## src/rtl/bcd_onehot_decoder.sv

```systemverilog
// bcd_onehot_decoder: BCD-to-one-hot decoder behind a 2-entry result FIFO, with a saturating invalid-code counter.
// The counter is built only when BCD_DEC_ERR_CNT_EN is defined; otherwise err_cnt reads 0 and err_cnt_clr is ignored.
module bcd_onehot_decoder #(
    parameter int CNT_W = 8
) (
    input  logic             clk,
    input  logic             rst_n,
    input  logic             in_valid,
    input  logic [3:0]       in_bcd,
    output logic             in_ready,
    output logic             out_valid,
    input  logic             out_ready,
    output logic [9:0]       out_onehot,
    output logic             out_err,
    input  logic             err_cnt_clr,
    output logic [CNT_W-1:0] err_cnt
);
    logic [10:0] mem_q [2];
    logic        wr_ptr_q, rd_ptr_q;
    logic [1:0]  occ_q, occ_d;
    logic [10:0] dec;
    logic        push, pop;
    always_comb begin
        dec       = (in_bcd < 4'd10) ? {1'b0, 10'(1) << in_bcd} : {1'b1, 10'b0};
        in_ready  = occ_q != 2'd2;
        out_valid = occ_q != 2'd0;
        push      = in_valid & in_ready;
        pop       = out_valid & out_ready;
        occ_d     = occ_q + 2'(push) - 2'(pop);
        // Gate the read so an empty FIFO never exposes stale storage
        {out_err, out_onehot} = out_valid ? mem_q[rd_ptr_q] : 11'b0;
    end
    always_ff @(posedge clk or negedge rst_n) begin
        if (!rst_n) begin
            occ_q    <= 2'd0;
            wr_ptr_q <= 1'b0;
            rd_ptr_q <= 1'b0;
            mem_q[0] <= 11'b0;
            mem_q[1] <= 11'b0;
        end else begin
            occ_q <= occ_d;
            if (push) begin
                mem_q[wr_ptr_q] <= dec;
                wr_ptr_q        <= ~wr_ptr_q;
            end
            if (pop) rd_ptr_q <= ~rd_ptr_q;
        end
    end
`ifdef BCD_DEC_ERR_CNT_EN
    logic [CNT_W-1:0] err_cnt_q, err_cnt_d;
    logic             err_inc;
    always_comb begin
        err_inc   = push & dec[10];
        err_cnt_d = err_cnt_clr ? CNT_W'(err_inc) :
                    (err_inc && err_cnt_q != '1) ? err_cnt_q + CNT_W'(1) : err_cnt_q;
    end
    always_ff @(posedge clk or negedge rst_n) begin
        if (!rst_n) err_cnt_q <= '0;
        else        err_cnt_q <= err_cnt_d;
    end
    assign err_cnt = err_cnt_q;
`else
    logic unused_clr;
    assign unused_clr = err_cnt_clr;
    assign err_cnt    = '0;
`endif
endmodule

```

## config.mk

```make
export PLATFORM = sky130hd
export DESIGN_NAME = bcd_onehot_decoder
export DESIGN_NICKNAME = d
export VERILOG_FILES = /design/src/rtl/bcd_onehot_decoder.sv
export SDC_FILE = /design/constraint.sdc
export NUM_CORES = 1
export LEC_CHECK = 0
export ABC_AREA = 1
export BUFFER_PORTS_ARGS = -buffer_cell sky130_fd_sc_hd__buf_2
export CELL_PAD_IN_SITES_DETAIL_PLACEMENT = 1
export CELL_PAD_IN_SITES_GLOBAL_PLACEMENT = 1
export CORE_MARGIN = 2
export CORE_UTILIZATION = 42
export CTS_BUF_LIST = sky130_fd_sc_hd__clkbuf_4
export CTS_CLUSTER_DIAMETER = 150
export DETAILED_ROUTE_END_ITERATION = 12
export PLACE_DENSITY_LB_ADDON = 0.12
export REMOVE_ABC_BUFFERS = 1
export SLEW_MARGIN = 20
export SYNTH_ARGS = -nofsm -noshare
export SYNTH_HDL_FRONTEND = slang
export SYNTH_SLANG_ARGS = --single-unit
```

## constraint.sdc

```tcl
create_clock -name clk -period 1.7 [get_ports clk]
set_clock_uncertainty 0.15 [all_clocks]
set_input_delay 0.17 -clock clk [delete_from_list [all_inputs] [get_ports clk]]
set_output_delay 0.17 -clock clk [all_outputs]
set_load 0.02 [all_outputs]
```

==> run summary, run 1 <==
TritonRoute pass-1 iters -> 4
Die Y -> 62.76 um
r2r endpoint -> mem_q[21]
Placed Instance Area -> 0.001540 mm^2
io pins -> 30
core area -> 0.003337 mm^2
crit-path max FO -> 6
Final ANT Viol Nets -> 0
f_max -> 598.7 MHz
Sw Ratio -> 45.83%
setup TNS -> 0 ns
register area share after synthesis -> 44.87%
cell area power density -> 1535 mW/mm^2
first-pass GRT wire length -> 5609 um
Reg clk slew, reported paths -> 0.14 ns
syn_area_per_cell -> 8.530 um^2
largest net degree at the start of global routing -> 27
vias in the first global route -> 1207
Slew @ Worst Pin -> 0.5824 ns
Crit Path Category -> flip-flop to primary output
Critical Path Start Type -> flip-flop
unrepaired setup endpoints after global routing -> true
initial antenna violation count -> 0
Worst slew margin -> 61.17%
hold-critical path endpoint -> wr_ptr_q
dpl cells -> 232
FF-to-FF path depth -> 6
FP Rows -> 21
P_sw -> 1.281 mW
vias post-DR -> 1185
chip width -> 62.76 um
clock buffer count from CTS -> 3
buffer depth of the longest clock path -> 2
Flop pwr share -> 33.6%
CTS tree -> built
clk root buf -> clkbuf_4
initial core utilization -> 43.46%
detailed router's first-iteration violation count -> 37
die area -> 0.003939 mm^2
R2R Setup Slk -> 0.07 ns
GP Congestion -> 0.6864
min cycle time layout -> 1.670 ns
Synth-to-Final Area Change -> 25.54%
Syn Inst Count -> 170
Via density -> 4.798
peak supply drop -> 0.0004904 V
# DRC -> 0
WP data arrival -> 1.35 ns
Gate power share -> 56.8%
status -> finished clean
Clock Latency Late Sink -> 0.32 ns
Sink Count -> 26
gr ovfl total -> 0
post-DR wirelength/cell -> 14.60 um
post-detail-place hpwl -> 2279 um
flops & latches, synth -> 26
Filler Cell Count -> 400
Netlist cell types -> 20
fin cells -> 247
worst r2r src -> occ_q[1]
ranking of synthesized cells by area -> dfrtp_1, nand2_1, o21ai_2, buf_4, nand2_2
Global Route Usage Sum -> 18.27%
Power Total -> 2.795 mW
final hold vios -> 0
Mapped Area -> 0.001450 mm^2
most frequent cells in the layout -> nand2_1, dfrtp_1, o21ai_2
Max-cap violations -> 0
origin of the worst min-delay path -> in_valid
Hold Slack -> 0.07057 ns
Final Instance Area -> 0.001821 mm^2
Max Slew Vio Count -> 0
Int Power -> 1.514 mW
worst min-delay path class -> input port to flip-flop
Clock H-tree levels -> 1
final worst-path cycle share -> 98.24%
Routed WL -> 3606 um
Yosys top cell area share -> 44.87%
most common cell after layout, fill and taps aside -> nand2_1
Post-layout nets -> 212
Yosys warning count -> 0
Critical Path Sink Type -> primary output
largest area contributor in the netlist -> dfrtp_1
Port Buffers -> 20
data required time of the worst path -> 1.38 ns
# setup viols final -> 0
n_diodes -> 0
P_leak -> 0.8660 nW
hold path depth -> 4
share of cells above drive strength 1 -> 48.76%
Clock power frac -> 9.6%
kinds of logic after synthesis:
kind of cell	count (synthesis)	share of synthesized area (%)
AOI/OAI and AO/OA	34	17.43
xor gates and xnor gates	1	0.6041
adders and majority gates	1	0.8627
buffers and inverters	27	11.65
DFF	26	44.87
other	1	0.2586
and+or+nand+nor	80	24.33
critical path: stages (launching register included):
cell	delay, ns
dfrtp_1	0.43
inv_2	0.10
buf_8	0.14
nand2_2	0.05
a21oi_2	0.16
buf_6	0.14
stage by stage:
stage / util, % / worst slack, ns
after CTS: 48.52 / 0.003515
after floorplan: - / -0.1029
final: 54.56 / 0.02985
after global routing: 54.56 / -0.06031
after global placement: 46.16 / 0.1736
after detailed placement: 46.16 / 0.09259
Yosys cell counts, drive strengths merged:
cell / number
nand3: 4
dfrtp: 26
buf: 15
nor2: 8
xor2: 1
nand2: 68
a21oi: 11
o21ai: 23
inv: 12
conb: 1
ha: 1
state kept, by name, indices dropped and copies added, names as in the netlist:
register / flops
rd_ptr_q: 1
wr_ptr_q: 1
occ_q: 2
mem_q: 22
layer usage:
metal	wire, um	GRT usage [%]	part of all wire, %	vias up
li1	-	-	-	579
met1	1643	22.73	46	572
met4	59	5.833	1.6	0
met5	0	0	0	-
met3	105	1.982	2.9	6
met2	1797	33.06	50	28
how the worst max path moves through the flow:
stage                     depth (start not counted)     start            end  slack, ns
after floorplan                                  11  occ_q[1]       occ_q[1]      -0.10
after global placement                           11  occ_q[1]       occ_q[1]       0.17
after detailed placement                         12  occ_q[1]       occ_q[1]       0.09
after CTS                                         4  occ_q[1]  out_onehot[6]      0.004
after global routing                             12  occ_q[1]       occ_q[1]      -0.06
final                                             5  rd_ptr_q  out_onehot[5]       0.03
what timing repair did:
| action | CTS | global route |
|---|---|---|
| buffers inserted | 2 | 5 |
| hold endpoints to repair | 27 | 0 |
| setup endpoints to repair | 11 | 12 |
| hold buffers | 2 | 0 |
| pin swaps | 0 | 8 |
| gates resized for setup | 6 | 52 |
| cloned | 0 | 2 |
cell type report:
cell class	instances	area [um^2]	share of cell area, %
inverters	12	47.55	2.612
repair buffers	35	282.8	15.53
multi-input cells	124	754.5	41.44
well taps	46	57.56	3.162
clock inverters	1	3.754	0.2062
flip-flops and latches	26	651.9	35.81
clock buffers	3	22.52	1.237
power groups by stage:
stage	registers (mW)	clock network, mW	logic (mW)
3_3_place_gp	0.911	0	1.10
3_5_place_dp	0.927	0	1.14
2_1_floorplan	0.921	0	0.746
6_report	0.938	0.270	1.59
4_1_cts	0.904	0.282	1.22
5_1_grt	0.963	0.311	1.72
(Power assumes the default switching activity.)
==> inputs of run 2 (changes only) <==
--- a/config.mk
+++ b/config.mk
@@ -5,12 +5,11 @@
 export SDC_FILE = /design/constraint.sdc
 export NUM_CORES = 1
 export LEC_CHECK = 0
-export ABC_AREA = 1
 export BUFFER_PORTS_ARGS = -buffer_cell sky130_fd_sc_hd__buf_2
 export CELL_PAD_IN_SITES_DETAIL_PLACEMENT = 1
 export CELL_PAD_IN_SITES_GLOBAL_PLACEMENT = 1
 export CORE_MARGIN = 2
-export CORE_UTILIZATION = 42
+export CORE_UTILIZATION = 44
 export CTS_BUF_LIST = sky130_fd_sc_hd__clkbuf_4
 export CTS_CLUSTER_DIAMETER = 150
 export DETAILED_ROUTE_END_ITERATION = 12
==> run summary, run 2 <==
io pins -> 30 (unchanged)
initial antenna violation count -> 0 (unchanged)
worst min-delay path class -> input port to flip-flop
largest family of logic cells by synthesized area -> multiplexers
worst r2r src -> occ_q[1]
post-DR wirelength/cell -> 15.05 um (+3.1%)
Filler Cell Count -> 330 (-18%)
Seq. cell area -> 650.6 um^2 (-0.19%)
Mapped Area -> 0.001416 mm^2 (-2.3%)
FF-to-FF path depth -> 5 (-1)
crit path to -> out_onehot[5]
Clock Latency Late Sink -> 0.31 ns (about the same)
# setup viols final -> 0 (unchanged)
n_diodes -> 0 (unchanged)
unrepaired setup endpoints after global routing -> true
die area -> 0.003689 mm^2 (-6.3%)
most used flip-flop cell after synthesis -> dfrtp_1
register area share after synthesis -> 45.94% (+1.1 points)
largest net degree at the start of global routing -> 27 (unchanged)
most frequent cell after synthesis -> dfrtp_1
Final Instance Area -> 0.001810 mm^2 (-0.55%)
WP data arrival -> 1.35 ns (about the same)
Most flops, register -> mem_q
ranking of synthesized cells by area -> dfrtp_1, mux2_4, mux2_2, mux2i_1, nor2_1
Synth-to-Final Area Change -> 27.83%
share of cells above drive strength 1 -> 51.97% (+3.2 points)
clk root buf -> clkbuf_4
Via density -> 5.010 (+4.4%)
routed wl met3 -> 72 um (-31%)
final hold vios -> 0 (unchanged)
vias post-DR -> 982 (-17%)
buffer depth of the longest clock path -> 2 (unchanged)
syn_area_per_cell -> 11.80 um^2 (+38%)
fin util -> 59.30% (+4.7 points)
Netlist cell types -> 28 (+40%)
Worst slew margin -> 61.43% (+0.26 points)
met2 routed WL -> 1552 um (-14%)
Routed WL -> 2950 um (-18%)
Placed Instance Area -> 0.001592 mm^2 (+3.3%)
flops & latches, synth -> 26 (unchanged)
most frequent cells in the layout -> dfrtp_1, buf_6, mux2_2
Final ANT Viol Nets -> 0 (unchanged)
core area -> 0.003053 mm^2 (-8.5%)
simple-gate share of the synthesized area -> 13.07% (-11 points)
final worst-path cycle share -> 97.98% (-0.27 points)
peak supply drop -> 0.0009446 V (+93%)
clock buffer count from CTS -> 3 (unchanged)
setup TNS -> 0 ns (unchanged)
vias in the first global route -> 1026 (-15%)
Post-layout nets -> 163 (-23%)
detailed router's first-iteration violation count -> 9 (-76%)
cell area power density -> 1523 mW/mm^2 (-0.79%)
status -> finished clean
post-detail-place hpwl -> 2087 um (-8.4%)
crit-path max FO -> 6 (unchanged)
chip width -> 60.74 um (-3.2%)
Adder-Cell Fraction of Synth Area -> 0.8834% (+0.021 points)
min cycle time layout -> 1.666 ns (-0.004570 ns)
Global Route Usage Sum -> 17.22% (-1.0 points)
f_max -> 600.4 MHz (+0.27%)
largest area contributor in the netlist -> dfrtp_1
Syn Inst Count -> 120 (-29%)
most instantiated cells after synthesis -> dfrtp_1, nor2_1, mux2_2, mux2i_1, mux2_4
TritonRoute pass-1 iters -> 4 (unchanged)
initial core utilization -> 46.39% (+2.9 points)
FP Rows -> 20 (-4.8%)
top flop regs -> mem_q: 22 flops, occ_q: 2 flops
EDFF count, synth -> 0 (unchanged)
GP Congestion -> 0.7981 (+16%)
Port Buffers -> 20 (unchanged)
P_leak -> 0.8736 nW (+0.87%)
Max Slew Vio Count -> 0 (unchanged)
asr flop ratio synth -> 100.0% (unchanged)
Synth Area in XOR/XNOR -> 1.237% (+0.63 points)
first-pass GRT wire length -> 4664 um (-17%)
footprint of the multi-input gates -> 760.7 um^2 (+0.83%)
Yosys top cell area share -> 45.94% (+1.1 points)
wire length on met1 -> 1310 um (-20%)
Critical Path Sink Type -> primary output
R2R Setup Slk -> 0.06 ns (about the same)
# DRC -> 0 (unchanged)
Yosys warning count -> 0 (unchanged)
most common cell after layout, fill and taps aside -> dfrtp_1
Power Total -> 2.758 mW (-1.3%)
data required time of the worst path -> 1.38 ns (about the same)
Reg clk slew, reported paths -> 0.14 ns (about the same)
Sink Count -> 26 (unchanged)
CP startpoint -> rd_ptr_q
Crit Path Category -> flip-flop to primary output
top routing layer in use -> met4
multiplexer area fraction after synthesis -> 27.92% (+28 points)
Compound-Gate Fraction of Synth Area -> 3.445% (-14 points)
gr ovfl total -> 0 (unchanged)
Die Y -> 60.74 um (-3.2%)
r2r endpoint -> mem_q[16]
Max-cap violations -> 0 (unchanged)
Slew @ Worst Pin -> 0.5785 ns (-0.003893 ns)
Clock H-tree levels -> 1 (unchanged)
Critical Path Start Type -> flip-flop
max reg flops -> 22 (unchanged)
CTS tree -> built
## run 2: repair_timing
| item | CTS | global route |
|---|---|---|
| hold buffers | 1 | 0 |
| pin swaps | 0 | 1 |
| setup endpoints to repair | 12 | 12 |
| cloned | 0 | 0 |
| setup buffers | 2 | 2 |
| endpoints found under the hold margin | 26 | 0 |
| resized for setup | 4 | 41 |
## run 2: power breakdown
group	switching, mW	internal [mW]	leakage (nW)	total, mW
logic	0.726	0.827	0.511	1.55
clock network	0.191	0.0860	0.0154	0.277
registers	0.136	0.791	0.347	0.927
total	1.05	1.70	0.874	2.76
## run 2: cell families (layout without fill, tap and decap cells)
kind of cell,count (synthesis),count (layout)
AOI/OAI and AO/OA,7,7
buffers and inverters,15,40
adders and majority gates,1,1
xor gates and xnor gates,2,2
DFF,26,26
other,1,8
and+or+nand+nor,35,35
muxes,33,33
## run 2: worst min-delay path by stage
stage	from	end	slack [ns]	cells past startpoint
3_5_place_dp	rst_n	mem_q[4]	0.05	1
6_report	out_ready	rd_ptr_q	0.02	3
5_1_grt	out_ready	rd_ptr_q	0.04	3
3_3_place_gp	rst_n	mem_q[15]	0.05	1
2_1_floorplan	rst_n	mem_q[0]	-0.28	0
4_1_cts	out_ready	rd_ptr_q	0.02	3
## run 2: per-layer routing
layer	GRT usage (%)	vias to the layer above
met5	0	-
met4	5.590	0
met2	31.49	20
met1	21.09	496
met3	1.919	2
li1	-	464
## run 2: area by class of cell
class / count / area share [%]
clock buffers: 3 / 1.244
inverters: 3 / 0.6220
multi-input cells: 86 / 42.02
repair buffers: 33 / 16.93
well taps: 44 / 3.041
flip-flops and latches: 26 / 35.94
clock inverters: 1 / 0.2073
## run 2: worst max-delay path, cell delays in order, from the launching register on
cell     delay, ns
dfrtp_1       0.41
buf_6         0.19
mux2i_4       0.25
nor2_2        0.05
buf_6         0.12
## run 2: metrics by stage
stage	hold slack, ns	setup slack (ns)	cells
after floorplan	-0.2756	0.09336	115
after global placement	0.04521	0.2288	187
after detailed placement	0.05284	0.1923	187
after CTS	0.01514	0.01578	194
after global routing	0.03527	-0.03381	196
final	0.01967	0.03442	196
